[config.mk]
export PLATFORM = sky130hd
export DESIGN_NAME = spi_master_flat
export DESIGN_NICKNAME = d
export VERILOG_FILES = /design/src/rtl/spi_pkg.sv /design/src/rtl/spi_master_if.sv /design/src/rtl/spi_clk_div.sv /design/src/rtl/spi_master.sv /design/src/flat_wrapper.sv
export SDC_FILE = /design/constraint.sdc
export NUM_CORES = 1
export LEC_CHECK = 0
export CAP_MARGIN = 30
export CORE_MARGIN = 1.5
export CORE_UTILIZATION = 52
export CTS_CLUSTER_SIZE = 40
export DETAILED_ROUTE_END_ITERATION = 6
export PLACE_DENSITY = 0.84
export RECOVER_POWER = 50
export SLEW_MARGIN = 20
export SYNTH_ARGS = -nofsm -noshare
export SYNTH_HDL_FRONTEND = slang
export SYNTH_HIERARCHICAL = 1
export SYNTH_SLANG_ARGS = --single-unit
[constraint.sdc]
create_clock -name clk -period 2.5 [get_ports clk]
set_input_delay 0.5 -clock clk [delete_from_list [all_inputs] [get_ports clk]]
set_output_delay 0.5 -clock clk [all_outputs]
set_load 0.01 [all_outputs]
[src/rtl/spi_pkg.sv]
`default_nettype none
// ============================================================================
// Module      : spi_pkg
// Description : Shared SPI types, wire-format constants and a width helper.
// Revision    : 1.0 - initial release
// ============================================================================
package spi_pkg;

  typedef enum logic [2:0] {
    ST_IDLE     = 3'd0,
    ST_LEAD     = 3'd1,
    ST_SHIFT_HI = 3'd2,
    ST_SHIFT_LO = 3'd3,
    ST_TRAIL    = 3'd4,
    ST_GAP      = 3'd5
  } spi_state_e;

  // Wire format shared with spi_slave: mode 0, LSB first.
  localparam logic CPOL      = 1'b0;
  localparam logic CPHA      = 1'b0;
  localparam logic LSB_FIRST = 1'b1;

  // Bits needed to hold 0..value-1, never less than one.
  function automatic int clog2(input int value);
    int w;
    w = 1;
    while ((1 << w) < value) w++;
    return w;
  endfunction

endpackage
`default_nettype wire

[src/rtl/spi_master_if.sv]
`default_nettype none
// ============================================================================
// Module      : spi_master_if
// Description : Request/response and serial pins of the SPI initiator.
// Revision    : 1.0 - initial release
// ============================================================================
interface spi_master_if #(
  parameter int WIDTH = 8
);
  logic             start;
  logic [WIDTH-1:0] send;
  logic             ready;
  logic             busy;
  logic [WIDTH-1:0] recv;
  logic             output_valid;
  logic             sclk;
  logic             csn;
  logic             mosi;
  logic             miso;

  modport master (
    input  start, send, miso,
    output ready, busy, recv, output_valid, sclk, csn, mosi
  );

  modport slave (
    output start, send, miso,
    input  ready, busy, recv, output_valid, sclk, csn, mosi
  );
endinterface
`default_nettype wire

[src/rtl/spi_clk_div.sv]
`default_nettype none
// ============================================================================
// Module      : spi_clk_div
// Description : Half-period counter 0..CLK_DIV-1 with terminal-count pulse.
// Revision    : 1.0 - initial release
// ============================================================================
module spi_clk_div
  import spi_pkg::*;
#(
  parameter int CLK_DIV = 4
) (
  input  logic clk,
  input  logic rst,
  input  logic en,
  input  logic clr,
  output logic tc
);

  localparam int               CNT_W  = clog2(CLK_DIV);
  localparam logic [CNT_W-1:0] TC_VAL = CNT_W'(CLK_DIV - 1);

  logic [CNT_W-1:0] cnt_q;
  logic [CNT_W-1:0] cnt_d;

  always_comb begin
    tc    = en && (cnt_q == TC_VAL);
    cnt_d = cnt_q;
    if (clr) begin
      cnt_d = '0;
    end else if (en) begin
      cnt_d = tc ? '0 : cnt_q + 1'b1;
    end
  end

  always_ff @(posedge clk) begin
    if (rst) begin
      cnt_q <= '0;
    end else begin
      cnt_q <= cnt_d;
    end
  end

endmodule
`default_nettype wire

[src/rtl/spi_master.sv]
`default_nettype none
// ============================================================================
// Module      : spi_master
// Description : Mode-0, LSB-first SPI initiator, full duplex, WIDTH-bit words.
// Revision    : 1.0 - initial release
// ============================================================================
module spi_master
  import spi_pkg::*;
#(
  parameter int WIDTH   = 8,
  parameter int CLK_DIV = 4
) (
  input  logic            clk,
  input  logic            rst,
  spi_master_if.master    bus
);

  localparam int               BIT_W    = clog2(WIDTH + 1);
  localparam logic [BIT_W-1:0] LAST_BIT = BIT_W'(WIDTH - 1);
  localparam logic [BIT_W-1:0] ALL_BITS = BIT_W'(WIDTH);

  spi_state_e       state_q, state_d;
  logic [WIDTH-1:0] tx_q, tx_d;
  logic [WIDTH-1:0] rx_q, rx_d;
  logic [WIDTH-1:0] recv_q, recv_d;
  logic [BIT_W-1:0] bit_q, bit_d;
  logic             sclk_q, sclk_d;
  logic             csn_q, csn_d;
  logic             mosi_q, mosi_d;
  logic             ready_q, ready_d;
  logic             valid_q, valid_d;

  logic             div_idle;
  logic             tc;
  logic             accept;
  logic [WIDTH-1:0] tx_shift;
  logic [WIDTH-1:0] rx_shift;

  assign div_idle = (state_q == ST_IDLE);

  spi_clk_div #(
    .CLK_DIV (CLK_DIV)
  ) u_clk_div (
    .clk (clk),
    .rst (rst),
    .en  (!div_idle),
    .clr (div_idle),
    .tc  (tc)
  );

  // A start landing on the final GAP cycle is taken directly, so back-to-back
  // words see exactly one half-period of csn high.
  assign accept   = bus.start && (div_idle || (state_q == ST_GAP && tc));
  assign tx_shift = tx_q >> 1;
  assign rx_shift = WIDTH'({bus.miso, rx_q} >> 1);

  always_ff @(posedge clk) begin
    if (rst) begin
      state_q <= ST_IDLE;
      tx_q    <= '0;
      rx_q    <= '0;
      recv_q  <= '0;
      bit_q   <= '0;
      sclk_q  <= CPOL;
      csn_q   <= 1'b1;
      mosi_q  <= 1'b0;
      ready_q <= 1'b1;
      valid_q <= 1'b0;
    end else begin
      state_q <= state_d;
      tx_q    <= tx_d;
      rx_q    <= rx_d;
      recv_q  <= recv_d;
      bit_q   <= bit_d;
      sclk_q  <= sclk_d;
      csn_q   <= csn_d;
      mosi_q  <= mosi_d;
      ready_q <= ready_d;
      valid_q <= valid_d;
    end
  end

  always_comb begin
    state_d = state_q;
    case (state_q)
      ST_IDLE:     if (bus.start) state_d = ST_LEAD;
      ST_LEAD:     if (tc) state_d = ST_SHIFT_HI;
      ST_SHIFT_HI: if (tc) state_d = ST_SHIFT_LO;
      ST_SHIFT_LO: if (tc) state_d = (bit_q == ALL_BITS) ? ST_TRAIL : ST_SHIFT_HI;
      ST_TRAIL:    if (tc) state_d = ST_GAP;
      ST_GAP:      if (tc) state_d = bus.start ? ST_LEAD : ST_IDLE;
      default:     state_d = ST_IDLE;
    endcase
  end

  // After the last high phase the bit counter reaches WIDTH; the following low
  // phase then completes the final sclk period without another rising edge.
  always_comb begin
    tx_d    = tx_q;
    rx_d    = rx_q;
    recv_d  = recv_q;
    bit_d   = bit_q;
    sclk_d  = sclk_q;
    csn_d   = csn_q;
    mosi_d  = mosi_q;
    ready_d = ready_q;
    valid_d = 1'b0;
    if (accept) begin
      tx_d    = bus.send;
      mosi_d  = bus.send[0];
      csn_d   = 1'b0;
      bit_d   = '0;
      ready_d = 1'b0;
    end else begin
      case (state_q)
        ST_LEAD: begin
          if (tc) begin
            sclk_d = ~CPOL;
            rx_d   = rx_shift;
          end
        end
        ST_SHIFT_HI: begin
          if (tc) begin
            sclk_d = CPOL;
            bit_d  = bit_q + 1'b1;
            if (bit_q != LAST_BIT) begin
              tx_d   = tx_shift;
              mosi_d = tx_shift[0];
            end
          end
        end
        ST_SHIFT_LO: begin
          if (tc && (bit_q != ALL_BITS)) begin
            sclk_d = ~CPOL;
            rx_d   = rx_shift;
          end
        end
        ST_TRAIL: begin
          if (tc) begin
            csn_d   = 1'b1;
            mosi_d  = 1'b0;
            recv_d  = rx_q;
            valid_d = 1'b1;
          end
        end
        ST_GAP: begin
          if (tc) ready_d = 1'b1;
        end
        default: ;
      endcase
    end
  end

  assign bus.sclk         = sclk_q;
  assign bus.csn          = csn_q;
  assign bus.mosi         = mosi_q;
  assign bus.ready        = ready_q;
  assign bus.busy         = ~ready_q;
  assign bus.recv         = recv_q;
  assign bus.output_valid = valid_q;

endmodule
`default_nettype wire

[src/flat_wrapper.sv]
// flat-port wrapper written by rule: the top's interface ports become plain ports
module spi_master_flat import spi_pkg::*;
#(
  parameter int WIDTH   = 8,
  parameter int CLK_DIV = 4
)
  (clk, rst, bus_start, bus_send, bus_miso, bus_ready, bus_busy, bus_recv, bus_output_valid, bus_sclk, bus_csn, bus_mosi);
  spi_master_if #(.WIDTH(WIDTH)) bus_i ();
  input  logic clk;
  input  logic rst;
  input wire logic [$bits(bus_i.start)-1:0] bus_start;
  input wire logic [$bits(bus_i.send)-1:0] bus_send;
  input wire logic [$bits(bus_i.miso)-1:0] bus_miso;
  output wire logic [$bits(bus_i.ready)-1:0] bus_ready;
  output wire logic [$bits(bus_i.busy)-1:0] bus_busy;
  output wire logic [$bits(bus_i.recv)-1:0] bus_recv;
  output wire logic [$bits(bus_i.output_valid)-1:0] bus_output_valid;
  output wire logic [$bits(bus_i.sclk)-1:0] bus_sclk;
  output wire logic [$bits(bus_i.csn)-1:0] bus_csn;
  output wire logic [$bits(bus_i.mosi)-1:0] bus_mosi;
  assign bus_i.start = bus_start;
  assign bus_i.send = bus_send;
  assign bus_i.miso = bus_miso;
  assign bus_ready = bus_i.ready;
  assign bus_busy = bus_i.busy;
  assign bus_recv = bus_i.recv;
  assign bus_output_valid = bus_i.output_valid;
  assign bus_sclk = bus_i.sclk;
  assign bus_csn = bus_i.csn;
  assign bus_mosi = bus_i.mosi;
  spi_master #(.WIDTH(WIDTH), .CLK_DIV(CLK_DIV)) u_core (.clk(clk), .rst(rst), .bus(bus_i));
endmodule
==> key figures, run 1 <==
Placement
  – Placer Congestion: 0.8381
  – Pre-CTS setup slack: 0.3595 ns
  – Port buffer count: 25
  – Detail Placement HPWL: 2313 microns

Cells and area
  – Area growth, synth to finish: 21.50%
  – Filler Cells Inserted: 253
  – Number of nets at the end of the flow: 222
  – Fraction of layout cells with a size suffix above 1: 9.179%
  – Number of antenna repair diodes: 0

Floorplan
  – Starting utilization of the core area: 54.01%
  – Core Area: 3028 sq um
  – Die ar.: 3490 sq um
  – Site Rows: 20
  – Number of I/O pins: 26
  – Die X-Extent: 59.08 microns
  – Chip height: 59.08 microns

Worst hold path
  – Hold crit path type: reg2reg
  – Startpoint of the most critical hold path: u_core/rx_q[0]

Clock network
  – Number of buffers inserted for hold repair after clock tree synthesis: 0
  – Clock sink total: 37
  – Clk root buf: sky130_fd_sc_hd__clkbuf_4
  – CTS tree: done
  – Longest Clk Path Bufs: 2
  – Clock network latency to the later pin of the worst-skew pair: 0.35 ns
  – # resized after CTS: 0
  – Post-CTS Setup Bufs: 0
  – Clock-pin slew on the worst setup and hold paths: 0.11 ns
  – Total number of H-tree levels: 2
  – Number of clock buffers inserted by TritonCTS: 5

Routing
  – DRT iter0 DRCs: 59
  – Met2 WL post-DR: 1649 microns
  – Drc violations: 0
  – Via count: 1,347
  – M1 WL: 1409 microns
  – Detail Route Antenna Nets: 0
  – Final routed wirelength across all metal layers: 3253 microns
  – Per-cell via count in the routed design: 5.367
  – Met3 WL post-DR: 134 microns
  – Wire per inst: 12.96 microns
  – Highest metal layer with signal wires: met4
  – Detailed-routing iteration count for the pre-antenna-repair pass: 4

Timing
  – Final critical path time including I/O delays and setup: 2.189 ns
  – RSZ-0062 raised after global routing: false
  – Final Max Tran Viols: 0
  – Rel. slew slack: 61.36%
  – Share of the clock period used by the worst path after layout: 87.54%
  – Highest achievable clock rate: 456.9 MHz
  – Endpoints failing hold: 0
  – Final setup TNS: 0 ns
  – Setup slack after layout: 0.3115 ns
  – Clk_skew: 0.008134 ns
  – Least-Margin Pin Slew: 0.5764 ns
  – Count of endpoints failing setup in the final report: 0

Pwr
  – Static leakage: 0.7794 nW
  – Overall power after layout: 1.023 mW
  – Peak supply drop: 290.1 uV
  – Pwr/cell area: 514.8 nW/um^2

Yosys
  – FF+latch count, synth: 37
  – Number of different library cells in the post-synthesis netlist: 38
  – Register area share after synthesis: 45.29%
  – Synthesized area per cell: 9.187 sq um
  – Combinational family with the most area after synthesis: simple AND/OR/NAND/NOR gates
  – Synth Net Count: 193
  – Post-synth design cell area: 1635 sq um
  – YS warnings: 6
  – Simple-gate portion of the synthesized area: 22.42%
  – Xor-xnor portion of the synthesized cell area: 1.607%
  – Top-area cell type share of the netlist area: 45.29%
  – Cell type contributing the most total cell area after synthesis: sky130_fd_sc_hd__dfxtp_1
  – Area contributors post-synth: sky130_fd_sc_hd__dfxtp_1 (45%), sky130_fd_sc_hd__mux2i_1 (9.2%), sky130_fd_sc_hd__nand2_1 (5.0%), sky130_fd_sc_hd__nor2_1 (5.0%), sky130_fd_sc_hd__a21oi_1 (4.6%)
  – Compound-gate portion of the synthesized area: 13.47%
  – Fraction of the mapped netlist area in adder cells: 2.295%
  – Mux share of post-synthesis cell area: 10.10%
  – Post-synthesis instance total: 178

Setup path
  – Element type at the critical path end: flip-flop
  – Critical path peak fanout: 8
  – Worst Setup Path Type: reg2reg
  – Sort of element at the start of the critical path: flip-flop
  – Startpoint of the worst register-to-register path: u_core/state_q[0]
  – Worst setup path start: u_core/state_q[0]
  – CP required: 2.78 ns
  – Critical Path AT: 2.47 ns

Global routing
  – First-pass GRT wire length: 5464 microns
  – Largest net degree at the start of global routing: 21
  – Total routing resource utilization after global routing: 21.32%
  – Global route overflow: 0
  – Antenna violations before repair: 0
  – Vias in the first global route: 1,212

Flow run
  – Max-capacitance violation count: 0

Run status
  – Result of the run: finished clean
## power breakdown
part / internal (mW) / total (mW) / leakage, nW / switching, mW
registers: 0.604 / 0.613 / 0.301 / 0.00914
logic: 0.0477 / 0.0905 / 0.447 / 0.0427
clock network: 0.133 / 0.319 / 0.0314 / 0.187
## state kept, by name (all words and copies together) (netlist names)
signal and flops:
u_core/bus.csn 1, u_core/bus.recv 8, u_core/state_q 3, u_core/bus.ready 1, u_core/bit_q 4, u_core/bus.mosi 1
u_core/tx_q 7, u_core/rx_q 8, u_core/u_clk_div/cnt_q 2, u_core/bus.sclk 1, u_core/bus.output_valid 1
## worst max-delay path, stage by stage, from the launching register on
cell and delay [ns]:
sky130_fd_sc_hd__dfxtp_1 0.34, sky130_fd_sc_hd__nor3_1 0.32, sky130_fd_sc_hd__inv_1 0.14, sky130_fd_sc_hd__and2_0 0.28, sky130_fd_sc_hd__and4bb_1 0.38, sky130_fd_sc_hd__nand2_8 0.15, sky130_fd_sc_hd__mux2_4 0.31, sky130_fd_sc_hd__a211oi_2 0.20
## final cells by class
class	instances	area, sq um	area share, %
multi-input cells	125	810.8	40.81
flip-flops and latches	37	740.7	37.28
repair buffers	32	302.8	15.24
clock buffers	7	55.05	2.771
well taps	44	55.05	2.771
inverters	6	22.52	1.133
## through the flow
stage	hold slack, ns	instance area (sq um)	utilization [%]	std cells
2_1_floorplan	0.4312	1635	-	178
3_3_place_gp	0.4434	1937	63.97	244
3_5_place_dp	0.4449	1937	63.97	244
4_1_cts	0.4603	1992	65.79	251
5_1_grt	0.4786	1987	65.62	251
6_report	0.4601	1987	65.62	251
## placed cells by master (no fill, tap or decap), drive strengths merged, types with 2 or more instances in the layout
| cell type | synthesis | final |
|---|---|---|
| xor2 | 2 | 2 |
| clkdlybuf4s50 | 0 | 11 |
| dlygate4sd3 | 0 | 14 |
| inv | 6 | 6 |
| ha | 3 | 3 |
| buf | 5 | 7 |
| mux2i | 15 | 15 |
| a21oi | 15 | 15 |
| dfxtp | 37 | 37 |
| nor2 | 22 | 22 |
| a211o | 2 | 2 |
| clkbuf | 5 | 7 |
| a211oi | 9 | 9 |
| nor3 | 11 | 11 |
| nand2b | 2 | 2 |
| nand2 | 23 | 23 |
| o21ai | 2 | 2 |
| nand3 | 2 | 2 |
## Yosys cell counts (all sizes together)
| master | instances |
|---|---|
| a211oi | 9 |
| and4b | 1 |
| nor2b | 1 |
| nand2 | 23 |
| a2111oi | 1 |
| clkbuf | 5 |
| nor2 | 22 |
| nand4 | 1 |
| nand2b | 2 |
| o32ai | 1 |
| a211o | 2 |
| and2 | 1 |
| o21a | 1 |
| inv | 6 |
| nor4 | 1 |
| o21bai | 1 |
| or3b | 1 |
| mux2i | 15 |
| nor3 | 11 |
| o31ai | 1 |
| dfxtp | 37 |
| xor2 | 2 |
| nand3b | 1 |
| nand4bb | 1 |
| nand3 | 2 |
| ha | 3 |
| buf | 5 |
| and4bb | 1 |
| nand4b | 1 |
| o21ai | 2 |
| xnor2 | 1 |
| mux2 | 1 |
| a21oi | 15 |
## cells by family (layout without fill, tap and decap cells)
group	Yosys count	count (layout)
XOR/XNOR	3	3
flip-flops	37	37
AND/OR/NAND/NOR	70	70
adder cells (fa/ha/maj)	3	3
AO/OA/AOI/OAI	33	33
buffers and inverters	16	45
multiplexers	16	16
## per-layer routing
metal  up-vias  track usage, %
li1        674               -
met1       644           25.31
met2        22           34.13
met3         7           7.424
met4         0           10.71
met5         -               0
## worst paths after layout
kind | depth (start not counted) | to | slack [ns]
worst max-delay path | 7 | u_core/bus.mosi | 0.31
worst min-delay path | 2 | u_core/bus.recv[0] | 0.46
worst max register to register | 7 | u_core/bus.mosi | 0.31
worst min register to register | 2 | u_core/bus.recv[0] | 0.46
Note: power is estimated with default switching activity, not from simulation.
==> run 2: changes to the inputs <==
Settings changed: GPL_ROUTABILITY_DRIVEN set to 0.
==> results of run 2 <==
The final DEF is identical to that of run 1; final timing and power are the same.
